[config.mk]
export PLATFORM = sky130hd
export DESIGN_NAME = oclib_fifo_arbiter
export DESIGN_NICKNAME = d
export VERILOG_FILES = /design/src/rtl/oclib_fifo_arbiter.sv
export SDC_FILE = /design/constraint.sdc
export NUM_CORES = 1
export LEC_CHECK = 0
export ABC_AREA = 1
export CAP_MARGIN = 20
export CORE_MARGIN = 2
export CORE_UTILIZATION = 43
export CTS_BUF_LIST = sky130_fd_sc_hd__clkbuf_8
export DETAILED_ROUTE_END_ITERATION = 10
export DONT_BUFFER_PORTS = 1
export GPL_ROUTABILITY_DRIVEN = 1
export PLACE_DENSITY_LB_ADDON = 0.3
export SLEW_MARGIN = 10
export SYNTH_ARGS = -nofsm -noshare
export SYNTH_HDL_FRONTEND = slang
export SYNTH_SLANG_ARGS = --single-unit
export TNS_END_PERCENT = 10
[constraint.sdc]
create_clock -name clock -period 4.8 [get_ports clock]
set_input_delay 0.96 -clock clock [delete_from_list [all_inputs] [get_ports clock]]
set_output_delay 0.96 -clock clock [all_outputs]
set_load 0.1 [all_outputs]
[src/rtl/oclib_fifo_arbiter.sv]
// Round-robin packet arbiter feeding a shared FIFO write port.
// A grant is held until end-of-packet or MaxBurst beats, then the search
// pointer moves one past the released requester.
module oclib_fifo_arbiter #(
   parameter int unsigned Inputs   = 4,
   parameter int unsigned Width    = 32,
   parameter int unsigned MaxBurst = 16
) (
   input  logic                      clock,
   input  logic                      reset,
   input  logic [Inputs*Width-1:0]   inData,
   input  logic [Inputs-1:0]         inValid,
   input  logic [Inputs-1:0]         inLast,
   output logic [Inputs-1:0]         inReady,
   output logic [Width-1:0]          outData,
   output logic                      outValid,
   input  logic                      outReady,
   input  logic                      almostFull,
   output logic [$clog2(Inputs)-1:0] grant,
   output logic                      busy
);

   localparam int unsigned GrantW = $clog2(Inputs);
   localparam int unsigned CountW = $clog2(MaxBurst + 1);

   typedef enum logic [0:0] {StIdle, StBusy} state_e;

   state_e            r_state,   w_state_next;
   logic [GrantW-1:0] r_grant,   w_grant_next;
   logic [GrantW-1:0] r_pointer, w_pointer_next;
   logic [CountW-1:0] r_beats,   w_beats_next;

   logic [GrantW-1:0] w_search_idx;
   logic [GrantW-1:0] w_cand;
   logic [GrantW-1:0] w_grant_inc;
   logic [CountW-1:0] w_beats_inc;
   int unsigned       w_idx;
   logic              w_found;
   logic              w_busy;
   logic              w_xfer;
   logic              w_release;

   // Find the first valid requester at or after the pointer, wrapping around.
   always_comb begin
      w_found      = 1'b0;
      w_search_idx = '0;
      w_idx        = 0;
      w_cand       = '0;
      for (int unsigned k = 0; k < Inputs; k++) begin
         w_idx  = (32'(r_pointer) + k) % Inputs;
         w_cand = GrantW'(w_idx);
         if (!w_found && inValid[w_cand]) begin
            w_found      = 1'b1;
            w_search_idx = w_cand;
         end
      end
   end

   assign w_busy      = (r_state == StBusy);
   assign w_xfer      = w_busy && outValid && outReady;
   assign w_beats_inc = r_beats + CountW'(1);
   assign w_grant_inc = (r_grant == GrantW'(Inputs - 1)) ? '0 : r_grant + GrantW'(1);
   // Release on the beat that ends the packet or exhausts the burst budget.
   assign w_release   = w_xfer && (inLast[r_grant] || (w_beats_inc == CountW'(MaxBurst)));

   // Next-state: grant in idle (gated by almostFull), count and release in busy.
   always_comb begin
      w_state_next   = r_state;
      w_grant_next   = r_grant;
      w_pointer_next = r_pointer;
      w_beats_next   = r_beats;
      unique case (r_state)
         StIdle: begin
            if (w_found && !almostFull) begin
               w_grant_next = w_search_idx;
               w_beats_next = '0;
               w_state_next = StBusy;
            end
         end
         StBusy: begin
            if (w_xfer) begin
               w_beats_next = w_beats_inc;
            end
            if (w_release) begin
               w_state_next   = StIdle;
               w_pointer_next = w_grant_inc;
            end
         end
         default: w_state_next = StIdle;
      endcase
   end

   // Outputs: the granted stream is passed straight through while busy.
   always_comb begin
      busy     = w_busy;
      grant    = r_grant;
      outValid = w_busy && inValid[r_grant];
      inReady  = '0;
      outData  = '0;
      if (w_busy) begin
         inReady[r_grant] = outReady;
         for (int unsigned i = 0; i < Inputs; i++) begin
            if (r_grant == GrantW'(i)) begin
               outData = inData[i*Width +: Width];
            end
         end
      end
   end

   // State registers; reset abandons any packet in flight.
   always_ff @(posedge clock or posedge reset) begin
      if (reset) begin
         r_state   <= StIdle;
         r_grant   <= '0;
         r_pointer <= '0;
         r_beats   <= '0;
      end else begin
         r_state   <= w_state_next;
         r_grant   <= w_grant_next;
         r_pointer <= w_pointer_next;
         r_beats   <= w_beats_next;
      end
   end

endmodule

==> results.cfg, run 1 <==
[floorplanning]
die_w_microns = 70.31
coreArea_sq_um = 4294
initial_core_util_pct = 44.03
die_y_microns = 70.31
io_pins = 180
die-area_sq_um = 4943
rows = 24

[sta]
rsz0062_at_grt = no
whs_ns = 0.5590
post-route-min-period_ns = 3.986
hold_viol_final = 0
slew_headroom_pct = 25.37
worst_pin_slew_ns = 1.118
finClkSkew_ns = 0.003361
setup_viol = 0
fin_setup_tns_ns = 0
final-max-slew-violation-count = 0
clock.fmax_ghz = 0.2509
finalCritPeriodShare_pct = 83.04

[global_routing]
grt_usage_pct = 28.09
grt_pass1_vias = 2316
grt_max_degree = 46
grt_overflow = 0
grt_pass1_wl_mm = 11.32
antenna_found_initial = 0

[place]
port_buffers = 0
dp_hpwl_mm = 6.083
gp_congestion = 0.9569

[setup_path]
start_kind = register
cp_max_fo = 45
path_class = reg -> out
worstPathRequired_ns = 3.84
end_kind = output pin
worstPathArrival_ns = 3.03

[layout]
drive_gt1_share_pct = 27.75
synthToLayoutAreaGrowth_pct = 49.31
nFillCells = 366
final_nets = 510
multi_input_area_sq_um = 1594
seqCellArea_sq_um = 251.5
n_antenna_cell = 0

[clock_network]
insertion_delay_ns = 0.24
post_cts_buffers = 0
root_buffer = clkbuf_8
htree_levels = 1
numCtsBuffers = 3
post_cts_resized = 0
clk_pin_slew_ns = 0.05
cts_buffer_depth = 2
clock_sinks = 10
tritoncts = done
cts_hold_buf = 0

[routing]
drtIter0Drc = 166
final_antenna_net_count = 0
drt_first_pass_iters = 5
detail_route.wl_per_cell_microns = 18.23
num_vias = 2520
drc = 0
drt-total-wl_mm = 7.585
viasPerCell = 6.058

[run_status]
status = completed

[synth]
ys_ff_latch = 10
ys_warn_count = 0
synthCells = 342
ys_types = 29
syn_nets = 487
ys_seq_area_share_pct = 13.24
synth_area_per_cell_sq_um = 5.528
synth_area_sq_um = 1891

[job]
cap_violations = 0

[min_path]
holdCritPathClass = reg -> reg
cell families after synthesis:
kind of cell,after synthesis,synth area share [%]
compound gates,127,37.52
flops,10,13.24
buf+inv,46,9.860
xor+xnor,2,0.9267
fa+ha+maj,5,3.309
simple gates,152,35.14
final timing paths:
kind / start / slack [ns] / to / cells past startpoint
hold / removal: r_beats[3]$_DFFE_PP0P_ / 0.56 / r_beats[3]$_DFFE_PP0P_ / 2
setup / recovery: grant[0]$_DFFE_PP0P_ / 0.81 / outData[9] / 9
max in group asynchronous: reset / 3.91 / busy$_DFF_PP0_ / 1
setup reg to reg: grant[0]$_DFFE_PP0P_ / 2.02 / r_beats[4]$_DFFE_PP0P_ / 8
min in group asynchronous: reset / 0.59 / grant[1]$_DFFE_PP0P_ / 1
hold reg to reg: r_beats[3]$_DFFE_PP0P_ / 0.56 / r_beats[3]$_DFFE_PP0P_ / 2
metal layers:
layer / global-route usage (%) / vias up / share of wire, %
li1: - / 1223 / -
met2: 48.01 / 136 / 50
met1: 37.87 / 1150 / 40
met4: 3.846 / 0 / 1.2
met5: 0 / - / 0
met3: 4.618 / 11 / 8.5
Yosys cell counts:
cell type | instances | area [sq um]
a22o_1 | 3 | 26.28
xor2_1 | 1 | 8.760
nand3_2 | 2 | 20.02
inv_2 | 3 | 11.26
nor3_1 | 4 | 20.02
ha_1 | 5 | 62.56
o22a_1 | 1 | 8.760
nand2_2 | 7 | 43.79
clkbuf_1 | 18 | 67.56
o21ai_0 | 53 | 265.3
nor2_1 | 13 | 48.80
nand3_1 | 25 | 125.1
a21oi_1 | 35 | 175.2
a22oi_1 | 21 | 157.7
nor2_4 | 1 | 11.26
dfrtp_1 | 10 | 250.2
o21ai_1 | 11 | 55.05
nand2_4 | 2 | 22.52
nand4_1 | 1 | 6.260
o211ai_1 | 2 | 15.01
a31oi_1 | 1 | 6.260
buf_1 | 1 | 3.750
xnor2_1 | 1 | 8.760
nand2_1 | 96 | 360.4
buf_6 | 1 | 11.26
clkinv_1 | 1 | 3.750
inv_1 | 17 | 63.81
buf_2 | 5 | 25.02
nor2_2 | 1 | 6.260
sequential cells by signal, indices dropped and copies added, names as in the netlist:
name,cells
busy,1
grant,2
r_beats,5
r_pointer,2
metrics by stage:
step	std cells	setup slack (ns)	cell area, sq um	utilization, %
floorplan	342	-0.3395	1891	-
global route	416	0.6295	2823	65.73
finish	416	0.8140	2823	65.73
detailed placement	412	1.133	2768	64.45
global placement	412	1.199	2768	64.45
CTS	416	0.8760	2823	65.73
final cells by class:
class,instances,share of cell area (%)
Sequential cell,10,8.910
Tap cell,52,2.305
Inverter,21,2.793
Timing Repair Buffer,43,27.57
Clock buffer,4,1.950
Multi-Input combinational cell,286,56.47
worst max-delay path, cell delays in order, from the launching register on:
cell      delay, ns
dfrtp_1        0.42
buf_4          0.27
inv_1          0.16
ha_1           0.45
clkinv_1       0.38
buf_4          0.37
nand2_1        0.11
o21ai_0        0.10
a21oi_2        0.29
buf_12         0.22
layout by cell type, fill, tap and decap left out, drive strengths merged:
| cell type | synthesis | routed |
|---|---|---|
| a21oi | 35 | 35 |
| a22o | 3 | 3 |
| a22oi | 21 | 21 |
| a31oi | 1 | 1 |
| buf | 7 | 41 |
| clkbuf | 18 | 6 |
| clkinv | 1 | 2 |
| dfrtp | 10 | 10 |
| ha | 5 | 5 |
| inv | 20 | 19 |
| nand2 | 105 | 105 |
| nand3 | 27 | 27 |
| nand4 | 1 | 1 |
| nor2 | 15 | 15 |
| nor3 | 4 | 4 |
| o211ai | 2 | 2 |
| o21ai | 64 | 64 |
| o22a | 1 | 1 |
| xnor2 | 1 | 1 |
| xor2 | 1 | 1 |
Power of run 1 is not shown: default switching activity piles up to over one toggle a cycle in this logic, so the estimate is an artifact.
==> run 2, diff against run 1 <==
==> constraint.sdc (replaced) <==
create_clock -name clock -period 4.18 [get_ports clock]
set_input_delay 0.836 -clock clock [delete_from_list [all_inputs] [get_ports clock]]
set_output_delay 0.836 -clock clock [all_outputs]
set_load 0.1 [all_outputs]
==> results.cfg, run 2 (synthesis gave the netlist of run 1 again) <==
[layout]
final_cell_mix = nand2_1 (96), o21ai_0 (49), buf_12 (33)
n_antenna_cell = 0
largest_reg_flops = 5
regMostFlops = r_beats
drive_gt1_share_pct = 27.95
final_cell_area_sq_um = 2829
final_common_cell = nand2_1
final_nets = 511
final_util_pct = 65.88
final_cells = 417
synthToLayoutAreaGrowth_pct = 49.64

[clock_network]
insertion_delay_ns = 0.24
tritoncts = done
cts_buffer_depth = 2
clock_sinks = 10
post_cts_buffers = 0
post_cts_resized = 0
cts_hold_buf = 0
htree_levels = 1
numCtsBuffers = 3
root_buffer = clkbuf_8
clk_pin_slew_ns = 0.05

[setup_path]
worstPathRequired_ns = 3.34
worstPathArrival_ns = 2.68
path_class = reg -> out
crit_buf_inv = 3
cp_cell_sequence = ha_1 > clkinv_1 > buf_4 > nand2_1 > o21ai_2 > buf_12
cp_max_fo = 45
end_kind = output pin
slowest_delay_ns = 0.48
start_kind = register
cp_slowest_cell = dfrtp_1
crit_family = buffers and inverters

[sta]
worst_pin_slew_ns = 0.5966
post-route-min-period_ns = 3.514
setup_viol = 0
finClkSkew_ns = 0.001471
rsz0062_at_grt = no
finalCritPeriodShare_pct = 84.07
slew_headroom_pct = 60.22
hold_viol_final = 0
final-max-slew-violation-count = 0
clock.fmax_ghz = 0.2846

[floorplanning]
die-area_sq_um = 4943
rows = 24
die_w_microns = 70.31
io_pins = 180
initial_core_util_pct = 44.03
coreArea_sq_um = 4294
die_y_microns = 70.31

[routing]
num_vias = 2527
drt-total-wl_mm = 7.490
drc = 0
detail_route.wl_per_cell_microns = 17.96
viasPerCell = 6.060
drt_first_pass_iters = 5
final_antenna_net_count = 0
drtIter0Drc = 199

[place]
placedCellCount = 413
gp_congestion = 0.9353
port_buffers = 0
dp_hpwl_mm = 5.905
placed_area_sq_um = 2774

[global_routing]
antenna_found_initial = 0
grt_pass1_vias = 2405
grt_usage_pct = 28.22
grt_pass1_wl_mm = 11.45
grt_max_degree = 54
grt_overflow = 0

[min_path]
holdCritPathClass = in -> async

[job]
cap_violations = 0

[run_status]
status = completed
## run 2: area by class of cell
type / instances / area, sq um
clock buffer: 4 / 55.05
tap: 52 / 65.06
sequential: 10 / 251.5
fill: 372 / 1465
multi-input combinational: 286 / 1600
inverter: 21 / 78.83
timing repair buffer: 44 / 778.2
## run 2: worst reg2reg max path: stages (launching register included)
cell	delay, ns
dfrtp_2	0.75
inv_1	0.35
nor2_2	0.20
buf_4	0.31
nand2_1	0.25
nand3_1	0.15
nand2_1	0.06
## run 2: metal layers
layer	wire length (microns)	up-vias	global-route usage (%)	share of wire (%)
met4	233	0	9.188	3.1
met5	0	-	0	0
met1	2836	1114	36.93	38
li1	-	1224	-	-
met3	849	23	6.638	11
met2	3570	166	45.49	48
## run 2: worst paths after layout
kind | slack [ns] | from | cells past startpoint | to
max reg2reg | 2.00 | busy$_DFF_PP0_ | 6 | r_beats[2]$_DFFE_PP0P_
min in group clock | 0.54 | r_beats[1]$_DFFE_PP0P_ | 2 | r_beats[1]$_DFFE_PP0P_
max in group asynchronous | 3.40 | reset | 1 | busy$_DFF_PP0_
min reg2reg | 0.54 | r_beats[1]$_DFFE_PP0P_ | 2 | r_beats[1]$_DFFE_PP0P_
min | 0.47 | reset | 1 | r_beats[1]$_DFFE_PP0P_
max | 0.67 | grant[0]$_DFFE_PP0P_ | 6 | outData[31]
## run 2: stage by stage
stage               TNS (ns)  setup WS, ns  hold WS (ns)
floorplan             -6.575       -0.2866        0.4954
global placement           0         1.052        0.5125
detailed placement         0        0.9326        0.5263
CTS                        0        0.6787        0.4864
global route               0        0.4899        0.5129
finish                     0        0.6657        0.4708
Power of run 2 is left out for the same reason.
==> run 3, diff against run 2 <==
==> constraint.sdc (replaced) <==
create_clock -name clock -period 3.4 [get_ports clock]
set_input_delay 0.68 -clock clock [delete_from_list [all_inputs] [get_ports clock]]
set_output_delay 0.68 -clock clock [all_outputs]
set_load 0.1 [all_outputs]
==> results.cfg, run 3 (synthesis gave the netlist of run 1 again) <==
[clock_network]
post_cts_resized = 0
clk_pin_slew_ns = 0.05
insertion_delay_ns = 0.24
numCtsBuffers = 3
post_cts_buffers = 0
htree_levels = 1
root_buffer = clkbuf_8
cts_buffer_depth = 2
tritoncts = done
cts_hold_buf = 0
clock_sinks = 10

[place]
port_buffers = 0
gp_congestion = 0.8816
pre_cts_slack_ns = 0.5459
dp_hpwl_mm = 5.984
placedCellCount = 415

[setup_path]
r2r_setup_slack_ns = 1.18
r2r-start = busy$_DFF_PP0_
worstPathRequired_ns = 2.72
start_kind = register
worstPathArrival_ns = 2.45
r2r-end = r_beats[2]$_DFFE_PP0P_
end_kind = output pin
path_class = reg -> out
cp_max_fo = 38
reg2reg_depth = 7

[sta]
whs_ns = 0.3148
rsz0062_at_grt = no
hold_viol_final = 0
clock.fmax_ghz = 0.3196
worst_pin_slew_ns = 0.6132
finalWorstSetupSlack_ns = 0.2713
setup_viol = 0
post-route-min-period_ns = 3.129
finalCritPeriodShare_pct = 92.02
final-max-slew-violation-count = 0
finClkSkew_ns = 0.003463
slew_headroom_pct = 59.12

[routing]
viasPerCell = 6.148
num_vias = 2582
drtIter0Drc = 143
wl_met2_mm = 3.958
final_antenna_net_count = 0
drt-total-wl_mm = 7.502
wl_met1_mm = 2.643
detail_route.wl_per_cell_microns = 17.86
drc = 0
met3_length_microns = 473
top_layer = met4
drt_first_pass_iters = 5

[floorplanning]
die-area_sq_um = 4943
die_w_microns = 70.31
rows = 24
io_pins = 180
die_y_microns = 70.31
coreArea_sq_um = 4294
initial_core_util_pct = 44.03

[min_path]
holdCritPathClass = in -> async

[global_routing]
grt_usage_pct = 28.52
antenna_found_initial = 1
grt_pass1_vias = 2376
grt_max_degree = 41
grt_overflow = 0
grt_pass1_wl_mm = 11.25

[layout]
final_cell_mix = nand2_1 (96), o21ai_0 (49), buf_12 (36)
final_cells = 420
final_common_cell = nand2_1
largest_reg_flops = 5
synthToLayoutAreaGrowth_pct = 52.02
regMostFlops = r_beats
final_nets = 513
final_util_pct = 66.93
drive_gt1_share_pct = 28.34

[job]
cap_violations = 0

[run_status]
status = completed
## run 3: cell count changes in the layout (fill, tap and decap cells not counted), sizes merged
| cell | delta |
|---|---|
| buf | +4 |
| clkbuf | -3 |
| inv | +2 |
| clkinv | -1 |
| diode | +1 |
## run 3: critical path, cell delays in order, from the launching register on
cell      delay [ns]
dfrtp_1         0.50
inv_1           0.17
ha_1            0.46
clkinv_1        0.16
buf_4           0.27
nand2_1         0.12
o21ai_0         0.11
a21oi_2         0.20
buf_12          0.19
## run 3: worst max-delay path by stage
stage                    startpoint          end  slack [ns]  cells after the start
2_1_floorplan  grant[1]$_DFFE_PP0P_  outData[10]       -0.70                      9
3_3_place_gp   grant[0]$_DFFE_PP0P_  outData[20]        0.63                      8
3_5_place_dp   grant[0]$_DFFE_PP0P_   outData[6]        0.55                      8
4_1_cts        grant[0]$_DFFE_PP0P_   outData[6]        0.27                      8
5_1_grt        grant[0]$_DFFE_PP0P_  outData[30]        0.06                      8
6_report       grant[0]$_DFFE_PP0P_  outData[30]        0.27                      8
## run 3: metrics by stage
stage	area, sq um	TNS (ns)
5_1_grt	2874	0
3_5_place_dp	2826	0
6_report	2874	0
3_3_place_gp	2826	0
4_1_cts	2872	0
2_1_floorplan	2044	-10.81
## run 3: layout make-up
cell class	count	area (sq um)
Antenna cell	1	2.502
Clock buffer	3	41.29
Clock inverter	1	3.754
Fill cell	376	1420
Inverter	21	78.83
Multi-Input combinational cell	286	1635
Sequential cell	10	251.5
Tap cell	52	65.06
Timing Repair Buffer	46	795.8
## run 3: per-layer routing
layer / vias to the layer above / track usage [%]
met5: - / 0
li1: 1228 / -
met4: 0 / 17.52
met1: 1185 / 30.52
met3: 29 / 2.597
met2: 140 / 53.04
Power of run 3 is left out for the same reason.
